--- src/rtl/usr_cmd_sequencer_if.sv ---
// Command channel into usr_cmd_sequencer: one mode/count/data command per
// valid/ready handshake.
interface usr_cmd_sequencer_if #(
   parameter int CNT_W = 4,
   parameter int WIDTH = 4
);
   logic             cmd_valid;
   logic             cmd_ready;
   logic [2:0]       cmd_op;
   logic [CNT_W-1:0] cmd_count;
   logic [WIDTH-1:0] cmd_data;

   modport master (
      output cmd_valid,
      output cmd_op,
      output cmd_count,
      output cmd_data,
      input  cmd_ready
   );

   modport slave (
      input  cmd_valid,
      input  cmd_op,
      input  cmd_count,
      input  cmd_data,
      output cmd_ready
   );
endinterface

--- src/rtl/usr_cmd_sequencer.sv ---
// Queues mode/count/data commands and replays each onto the universal shift
// register's S/I for `count` cycles, then returns S to hold and pulses done.
module usr_cmd_sequencer #(
   parameter int DEPTH = 4,
   parameter int CNT_W = 4,
   parameter int WIDTH = 4
) (
   input  logic                   clk,
   input  logic                   clear,
   usr_cmd_sequencer_if.slave     cmd_if,
   output logic [2:0]             S,
   output logic [WIDTH-1:0]       I,
   output logic                   busy,
   output logic                   done,
   output logic [$clog2(DEPTH):0] fifo_level,
   output logic [1:0]             o_dbg_state
);
   localparam int AW = $clog2(DEPTH);
   localparam int LW = AW + 1;

   typedef enum logic [1:0] {
      ST_IDLE = 2'd0,
      ST_RUN  = 2'd1,
      ST_DONE = 2'd2
   } state_t;

   logic [2:0]       r_op_mem   [DEPTH];
   logic [CNT_W-1:0] r_cnt_mem  [DEPTH];
   logic [WIDTH-1:0] r_data_mem [DEPTH];
   logic [AW-1:0]    r_wr_ptr;
   logic [AW-1:0]    r_rd_ptr;
   logic [LW-1:0]    r_level;

   state_t           r_state;
   state_t           w_state_next;
   logic [CNT_W-1:0] r_remaining;
   logic [CNT_W-1:0] w_remaining_next;
   logic [2:0]       r_s;
   logic [2:0]       w_s_next;
   logic [WIDTH-1:0] r_i;
   logic [WIDTH-1:0] w_i_next;
   logic             r_done;
   logic             w_done_next;

   logic             w_full;
   logic             w_empty;
   logic             w_push;
   logic             w_pop;
   logic [2:0]       w_head_op;
   logic [CNT_W-1:0] w_head_cnt;
   logic [WIDTH-1:0] w_head_data;

   // Handshake: a command transfers on a rising edge where cmd_valid && cmd_ready
   // and clear is low; cmd_ready is !full only, so a same-cycle pop never frees a slot.
   assign w_full           = (r_level == LW'(DEPTH));
   assign w_empty          = (r_level == '0);
   assign cmd_if.cmd_ready = !w_full;
   assign w_push           = cmd_if.cmd_valid && !w_full;

   assign w_head_op   = r_op_mem[r_rd_ptr];
   assign w_head_cnt  = r_cnt_mem[r_rd_ptr];
   assign w_head_data = r_data_mem[r_rd_ptr];

   always_ff @(posedge clk) begin
      if (w_push && !clear) begin
         r_op_mem[r_wr_ptr]   <= cmd_if.cmd_op;
         r_cnt_mem[r_wr_ptr]  <= cmd_if.cmd_count;
         r_data_mem[r_wr_ptr] <= cmd_if.cmd_data;
      end
   end

   always_ff @(posedge clk) begin
      if (clear) begin
         r_wr_ptr <= '0;
         r_rd_ptr <= '0;
         r_level  <= '0;
      end else begin
         if (w_push) r_wr_ptr <= r_wr_ptr + AW'(1);
         if (w_pop)  r_rd_ptr <= r_rd_ptr + AW'(1);
         case ({w_push, w_pop})
            2'b10:   r_level <= r_level + LW'(1);
            2'b01:   r_level <= r_level - LW'(1);
            default: r_level <= r_level;
         endcase
      end
   end

   always_ff @(posedge clk) begin
      if (clear) begin
         r_state     <= ST_IDLE;
         r_remaining <= '0;
         r_s         <= 3'b000;
         r_i         <= '0;
         r_done      <= 1'b0;
      end else begin
         r_state     <= w_state_next;
         r_remaining <= w_remaining_next;
         r_s         <= w_s_next;
         r_i         <= w_i_next;
         r_done      <= w_done_next;
      end
   end

   // Outputs are computed for the next state so S/I/done are plain registers.
   always_comb begin
      w_state_next     = r_state;
      w_remaining_next = r_remaining;
      w_s_next         = 3'b000;
      w_i_next         = r_i;
      w_done_next      = 1'b0;
      w_pop            = 1'b0;
      case (r_state)
         ST_IDLE: begin
            if (!w_empty) begin
               w_pop = 1'b1;
               if (w_head_cnt != '0) begin
                  w_state_next     = ST_RUN;
                  w_remaining_next = w_head_cnt;
                  w_s_next         = w_head_op;
                  w_i_next         = w_head_data;
               end else begin
                  w_state_next = ST_DONE;
                  w_done_next  = 1'b1;
               end
            end
         end
         ST_RUN: begin
            w_remaining_next = r_remaining - CNT_W'(1);
            if (r_remaining == CNT_W'(1)) begin
               w_state_next = ST_DONE;
               w_done_next  = 1'b1;
            end else begin
               w_s_next = r_s;
            end
         end
         ST_DONE: begin
            w_state_next = ST_IDLE;
         end
         default: begin
            w_state_next = ST_IDLE;
         end
      endcase
   end

   assign S           = r_s;
   assign I           = r_i;
   assign done        = r_done;
   assign busy        = (r_state != ST_IDLE);
   assign fifo_level  = r_level;
   assign o_dbg_state = r_state;

endmodule

--- src/flat_wrapper.sv ---
// flat-port wrapper written by rule: the top's interface ports become plain ports
module usr_cmd_sequencer_flat 
#(
   parameter int DEPTH = 4,
   parameter int CNT_W = 4,
   parameter int WIDTH = 4
)
  (clk, clear, S, I, busy, done, fifo_level, o_dbg_state, cmd_if_cmd_valid, cmd_if_cmd_op, cmd_if_cmd_count, cmd_if_cmd_data, cmd_if_cmd_ready);
  usr_cmd_sequencer_if #(.CNT_W(CNT_W), .WIDTH(WIDTH)) cmd_if_i ();
  input  logic clk;
  input  logic clear;
  output logic [2:0] S;
  output logic [WIDTH-1:0] I;
  output logic busy;
  output logic done;
  output logic [$clog2(DEPTH):0] fifo_level;
  output logic [1:0] o_dbg_state;
  input wire logic [$bits(cmd_if_i.cmd_valid)-1:0] cmd_if_cmd_valid;
  input wire logic [$bits(cmd_if_i.cmd_op)-1:0] cmd_if_cmd_op;
  input wire logic [$bits(cmd_if_i.cmd_count)-1:0] cmd_if_cmd_count;
  input wire logic [$bits(cmd_if_i.cmd_data)-1:0] cmd_if_cmd_data;
  output wire logic [$bits(cmd_if_i.cmd_ready)-1:0] cmd_if_cmd_ready;
  assign cmd_if_i.cmd_valid = cmd_if_cmd_valid;
  assign cmd_if_i.cmd_op = cmd_if_cmd_op;
  assign cmd_if_i.cmd_count = cmd_if_cmd_count;
  assign cmd_if_i.cmd_data = cmd_if_cmd_data;
  assign cmd_if_cmd_ready = cmd_if_i.cmd_ready;
  usr_cmd_sequencer #(.DEPTH(DEPTH), .CNT_W(CNT_W), .WIDTH(WIDTH)) u_core (.clk(clk), .clear(clear), .cmd_if(cmd_if_i), .S(S), .I(I), .busy(busy), .done(done), .fifo_level(fifo_level), .o_dbg_state(o_dbg_state));
endmodule
--- config.mk ---
export PLATFORM = sky130hd
export DESIGN_NAME = usr_cmd_sequencer_flat
export DESIGN_NICKNAME = d
export VERILOG_FILES = /design/src/rtl/usr_cmd_sequencer_if.sv /design/src/rtl/usr_cmd_sequencer.sv /design/src/flat_wrapper.sv
export SDC_FILE = /design/constraint.sdc
export NUM_CORES = 1
export LEC_CHECK = 0
export BUFFER_PORTS_ARGS = -buffer_cell sky130_fd_sc_hd__buf_2
export CAP_MARGIN = 20
export CORE_MARGIN = 2
export CORE_UTILIZATION = 43
export CTS_BUF_LIST = sky130_fd_sc_hd__clkbuf_2
export DETAILED_ROUTE_END_ITERATION = 10
export PLACE_DENSITY = 0.64
export REMOVE_ABC_BUFFERS = 1
export SYNTH_ARGS = -nofsm -noshare
export SYNTH_HDL_FRONTEND = slang
export SYNTH_SLANG_ARGS = --single-unit
--- constraint.sdc ---
create_clock -name clk -period 2.5 [get_ports clk]
set_input_delay 0.5 -clock clk [delete_from_list [all_inputs] [get_ports clk]]
set_output_delay 0.5 -clock clk [all_outputs]
set_load 0.01 [all_outputs]
Word-level counts from Yosys, hierarchy flattened
Memory sizes are Yosys's and may differ from the RTL's. A register that Yosys moved wholly into a read port is not among the register bits.
Cells that the tools add are included.
{"block": "totals", "regBits": 17, "mem_bits_rw": 44, "inputBits": 14, "output_inout_bits": 15, "wordCells": 61, "mem_count": 3}
{"memory": "u_core.r_cnt_mem", "words": 4, "width": 4, "read_ports": 1, "rd_ports_with_merged_regs": 1, "wr": 1, "line_no": "usr_cmd_sequencer.sv:28", "source": "logic [CNT_W-1:0] r_cnt_mem [DEPTH];"}
{"memory": "u_core.r_data_mem", "words": 4, "width": 4, "read_ports": 1, "rd_ports_with_merged_regs": 1, "wr": 1, "line_no": "usr_cmd_sequencer.sv:29", "source": "logic [WIDTH-1:0] r_data_mem [DEPTH];"}
{"memory": "u_core.r_op_mem", "words": 4, "width": 3, "read_ports": 1, "rd_ports_with_merged_regs": 1, "wr": 1, "line_no": "usr_cmd_sequencer.sv:27", "source": "logic [2:0] r_op_mem [DEPTH];"}
{"block": "classes", "add_sub_neg": 5, "n_eq_ne": 8, "n_mux": 24, "bitwise": 1, "n_reduce_logical": 13}
{"op": "two-way mux 2 bit", "count": 7}
{"op": "one-hot mux 3 bit (2 select lines)", "count": 2}
{"op": "two-way mux 3 bit", "count": 3}
{"op": "two-way mux 4 bit", "count": 2}
{"op": "one-hot mux 4 bit (2 select lines)", "count": 1}
{"op": "two-way mux 1 bit", "count": 7}
{"op": "AND reduction 3 bit", "count": 2}
{"op": "nonzero test 2 bit", "count": 3}
{"op": "adder 2 x 1 -> 2 bit, second input constant", "count": 2}
{"op": "== test 2 x 1 -> 1 bit, second input constant", "count": 2}
{"op": "== test 4 x 1 -> 1 bit, second input constant", "count": 1}
{"op": "inequality test 2 x 1 -> 1 bit, second input constant", "count": 2}
{"op": "one-hot mux 2 bit (2 select lines)", "count": 1}
{"op": "nonzero test 4 bit", "count": 1}
{"op": "subtractor 4 x 1 -> 4 bit, second input constant", "count": 1}
{"op": "adder 3 x 1 -> 3 bit, second input constant", "count": 1}
{"op": "== test 3 bit, second input constant", "count": 1}
{"op": "logical NOT 3 bit", "count": 1}
{"op": "subtractor 3 x 1 -> 3 bit, second input constant", "count": 1}
{"op": "== test 2 bit, second input constant", "count": 1}
{"op": "logical AND 1 bit", "count": 2}
{"op": "logical NOT 1 bit", "count": 2}
{"op": "logical NOT 2 bit", "count": 1}
{"op": "inequality test 2 bit, second input constant", "count": 1}
{"op": "other kinds (3)", "count": 3}

Depth between registers and ports, before layout
{"block": "depth", "word_depth": 6, "ltp_mapped": 9, "mapped_depth_nobuf": 9}

Worst setup path after synthesis
Ideal clock, no wire load.
{"block": "synth_path", "path_kind": "reg-to-reg", "startpoint": "register u_core.r_level[2], in the netlist u_core.fifo_level[2]", "endpoint": "register u_core.r_level[2], in the netlist u_core.fifo_level[2]", "setup_time_ns": 0.070, "arrival_ns": 2.259, "required_ns": 2.430, "slack_ns": 0.170, "stages_incl_launch_ff": 9, "n_path_buf": 0, "period_less_slack_ns": 2.330, "path_cell_list": "dfxtp_1 > or3b_2 > nand2_1 > ha_1 > inv_1 > fa_1 > xor2_1 > or3_1 > a21oi_1"}
{"block": "synth_between", "elab_chain_cells": 5, "word_cells_on_any_way": 12, "classes_between": "2 x add/sub; 3 x eq/ne; 3 x mux; 4 x reduce/logical"}
{"element": "from (decl)", "line_no": "usr_cmd_sequencer.sv:32", "source": "logic [LW-1:0] r_level;"}
{"element": "from (signal assigned)", "line_no": "usr_cmd_sequencer.sv:81", "source": "2'b10: r_level <= r_level + LW'(1);"}
{"element": "from (signal assigned)", "line_no": "usr_cmd_sequencer.sv:82", "source": "2'b01: r_level <= r_level - LW'(1);"}
{"element": "from (signal assigned)", "line_no": "usr_cmd_sequencer.sv:83", "source": "default: r_level <= r_level;"}
{"element": "== test 3 bit *", "line_no": "usr_cmd_sequencer.sv:55", "source": "assign w_full = (r_level == LW'(DEPTH));"}
{"element": "logical NOT 1 bit *"}
{"element": "net cmd_if_cmd_ready", "line_no": "flat_wrapper.sv:22", "source": "output wire logic [$bits(cmd_if_i.cmd_ready)-1:0] cmd_if_cmd_ready;"}
{"element": "logical AND 1 bit *", "line_no": "usr_cmd_sequencer.sv:58", "source": "assign w_push = cmd_if.cmd_valid && !w_full;"}
{"element": "== test 2 x 1 -> 1 bit / == test 2 bit (equally long branches)", "line_no": "usr_cmd_sequencer.sv:80", "source": "case ({w_push, w_pop})"}
{"element": "one-hot mux 3 bit (2 select lines) / nonzero test 2 bit (equally long branches)"}
Mark *: on every way through the listed nets, which the timed path passes. The rest lies on a longest branch.
A chain may end at the register's enable or synchronous reset.

Worst setup path after layout
{"block": "layout_path", "startpoint": "register u_core.r_level[2], in the netlist u_core.fifo_level[2]", "endpoint": "register u_core.r_level[2], in the netlist u_core.fifo_level[2]"}
{"block": "layout_between", "elab_chain_cells": 5, "word_cells_on_any_way": 12, "classes_between": "2 x add/sub; 3 x eq/ne; 3 x mux; 4 x reduce/logical"}
{"element": "logical NOT 3 bit / == test 3 bit (equally long branches)", "line_no": "usr_cmd_sequencer.sv:56, usr_cmd_sequencer.sv:55"}
{"element": "two-way mux 1 bit / logical NOT 1 bit (equally long branches)", "line_no": "usr_cmd_sequencer.sv:114, usr_cmd_sequencer.sv:58"}
{"element": "two-way mux 1 bit / logical AND 1 bit (equally long branches)", "line_no": "usr_cmd_sequencer.sv:112, usr_cmd_sequencer.sv:58"}
{"element": "== test 2 x 1 -> 1 bit / == test 2 bit (equally long branches)", "line_no": "usr_cmd_sequencer.sv:80"}
{"element": "one-hot mux 3 bit (2 select lines) / nonzero test 2 bit (equally long branches)"}
Several ways; a longest one is shown, not always the timed one.

==> impl_metrics.tcl <==
set metrics [dict create \
    status "finished, final reports clean" \
    postSynthCellCount 183 \
    die_x_um 82.9 \
    synthSimpleGateAreaFrac_pct 9.21 \
    cp_slowest_stage_delay_ps 390 \
    synthAdderAreaFrac_pct 4.02 \
    num_rows 28 \
    synthArstFlopShare_pct 0 \
    synth_top_area_share_pct 49.4 \
    total_power_w 0.00323 \
    grt_remaining_overflow 0 \
    yosys.area.top_type "edfxtp_1" \
    ys.flop_type "edfxtp_1" \
    place.gp.congestion 0.780 \
    post-route-util_pct 51.5 \
    p_per_area_nw_per_um2 1050 \
    synthXorXnorAreaFrac_pct 1.64 \
    holdBufCountCts 0 \
    hold_viol_final 0 \
    cp-end-kind "flop" \
    grtUsageTotal_pct 15.7 \
    n_antenna_cell 0 \
    layout_min_cycle_time_ps 2340 \
    finalCritPeriodShare_pct 93.5 \
    slew_viol_final 0 \
    synth-edff-count 44 \
    syn2layout_area_growth_pct 14.6 \
    hold_slack_ps 239 \
    mostFrequentLayoutCells "44 x edfxtp_1, 28 x buf_2, 23 x dfxtp_1" \
    cts_made_buffers 9 \
    drc 0 \
    hp-start "cmd_if_cmd_count[2]" \
    dp_hpwl_um 3450 \
    synth.avg_cell_area_um2 14.6 \
    layout.nets 250 \
    min_path_type "input pin to flop" \
    ys_seq_area_share_pct 66.6 \
    relSlewSlack_pct 60.3 \
    cpMostUsedCell "or3_1" \
    r2r_slack_ps 160 \
    cts_tree "built" \
    critPathKind "flop to flop" \
    cts_setup_buffers 0 \
    rsz0062_at_grt "false" \
    wl_per_cell_um 16.4 \
    place_ws_ps 213 \
    ir_drop_uv 461 \
    synth.distinct_cells 34 \
    cp.required_ps 2920 \
    routed_wl_um 5030 \
    first_iter_violations 101 \
    synth-seq-cells 67 \
    hold_depth 1 \
    final_common_cell "edfxtp_1" \
    cts.clk_slew.worst_paths_ps 170 \
    synth_compound_area_share_pct 6.27 \
    cp_num_buf_inv 3 \
    critPathTopFamily "simple AND/OR/NAND/NOR gates" \
    tightest_slew_ps 596 \
    ios 29 \
    antenna_found_initial 0 \
    synthMuxAreaShare_pct 9.82 \
    root_buffer "clkbuf_2" \
    die_area_um2 6870 \
    setup_violations 0 \
    clock_path_buffers 2 \
    cts.htree.levels 3 \
    vias 1649 \
    start_kind "flop" \
    cts_resized 0 \
    placeableCoreArea_um2 5960 \
    synth_area_um2 2680 \
    synth_area_leaders "edfxtp_1 49%, dfxtp_1 17%, mux4_2 5.9%, mux4_1 3.9%, ha_1 3.3%" \
    fmaxAchievable_mhz 428 \
    critPathMaxFanout 10 \
    cpMaxStageDelayCell "dfxtp_1" \
    arrival_ps 2760 \
    cp-startpoint "u_core.fifo_level[2]" \
    path_cells "buf_4, or3_1, nand2_1, inv_2, ha_1, inv_1, fa_1, xor2_1, or3_1, a21oi_1" \
    io_buffers 28 \
    firstDrtPassIters 4 \
    layout-drive-gt1-share_pct 26.7 \
    ff2ff_path_depth 10 \
    p_leak_nw 1.14 \
    drv_cap 0 \
    timing.rr.end "u_core.fifo_level[2]" \
    die_y_um 82.9 \
    synth_top_family_by_area "multiplexers" \
    first_global_vias 1636 \
    ys_warn_count 0 \
    fin_tns_setup_ps 0 \
    worstReg2RegStart "u_core.fifo_level[2]" \
    skew_ps 29.3 \
    ant_nets 0 \
    cts_sinks 67 \
    grt_max_degree 22 \
    hold_path_end "u_core.r_cnt_mem[1][2]" \
    setup_ws_ps 162 \
    clk_latency_ps 480 \
    initial_core_util_pct 44.9 \
    grt_pass1_wl_um 8230 \
    viasPerCell 5.37 \
]
## area by class of cell
cell class / count / area [um2]
Multi-Input combinational cell: 101 / 828
Fill cell: 534 / 2890
Inverter: 9 / 33.8
Clock inverter: 4 / 42.5
Clock buffer: 11 / 55.1
Timing Repair Buffer: 40 / 230
Sequential cell: 67 / 1780
Tap cell: 75 / 93.8
## worst register-to-register path, delay by kind of cell (launching register included)
kind | cells | cell delay (ps)
compound gates | 1 | 140
xor+xnor | 1 | 150
fa+ha+maj | 2 | 580
buf+inv | 3 | 410
flops | 1 | 390
simple gates | 3 | 610
## flip-flops by register name (all words and copies together) (netlist names), 3 cells and up, named ones only
signal and cells:
u_core.r_remaining 4, u_core.fifo_level 3, u_core.r_cnt_mem 16, u_core.r_data_mem 16, u_core.I 4, u_core.r_op_mem 12
u_core.S 3
## through the flow
stage / area, um2 / cells
floorplan: 2640 / 177
global placement: 2970 / 292
detailed placement: 2970 / 292
CTS: 3070 / 307
global route: 3070 / 307
finish: 3070 / 307
## logic make-up (layout without fill, tap and decap cells)
| kind of cell | Yosys count | in the layout |
|---|---|---|
| adder cells (fa/ha/maj) | 8 | 8 |
| flip-flops | 67 | 67 |
| buffers and inverters | 15 | 64 |
| AND/OR/NAND/NOR | 50 | 50 |
| AO/OA/AOI/OAI | 27 | 27 |
| multiplexers | 11 | 11 |
| XOR/XNOR | 5 | 5 |
## routing by layer
metal | share of wire [%] | track usage (%) | vias up
met5 | 0 | 0 | -
met4 | 3.0 | 9.84 | 0
met3 | 4.2 | 3.78 | 15
met2 | 47 | 23.5 | 49
met1 | 46 | 20.5 | 802
li1 | - | - | 783
## how the worst max path moves through the flow
stage	to	slack, ps	cells past startpoint
6_report	u_core.fifo_level[2]	160	10
4_1_cts	u_core.r_remaining[0]	160	4
3_3_place_gp	u_core.fifo_level[2]	260	10
2_1_floorplan	u_core.fifo_level[2]	170	8
3_5_place_dp	u_core.r_remaining[0]	210	4
5_1_grt	u_core.fifo_level[2]	40	8
## power by group
part           internal [W]  total (W)  switching, W
clock network      0.000227   0.000583      0.000356
logic              0.000525    0.00114      0.000610
registers           0.00136    0.00151      0.000152
total               0.00211    0.00323       0.00112
## synth_stat cells (3+ instances only)
master	instances
a21oi_1	11
a32oi_1	3
and2_1	4
clkbuf_1	3
dfxtp_1	23
edfxtp_1	44
ha_1	7
inv_1	8
mux4_1	4
mux4_2	7
nand2_1	6
nand3_1	6
nor2_1	19
nor3_1	3
o21ai_0	6
or3_1	4
xor2_1	3
No activity file was read; power rests on OpenSTA's default activity.
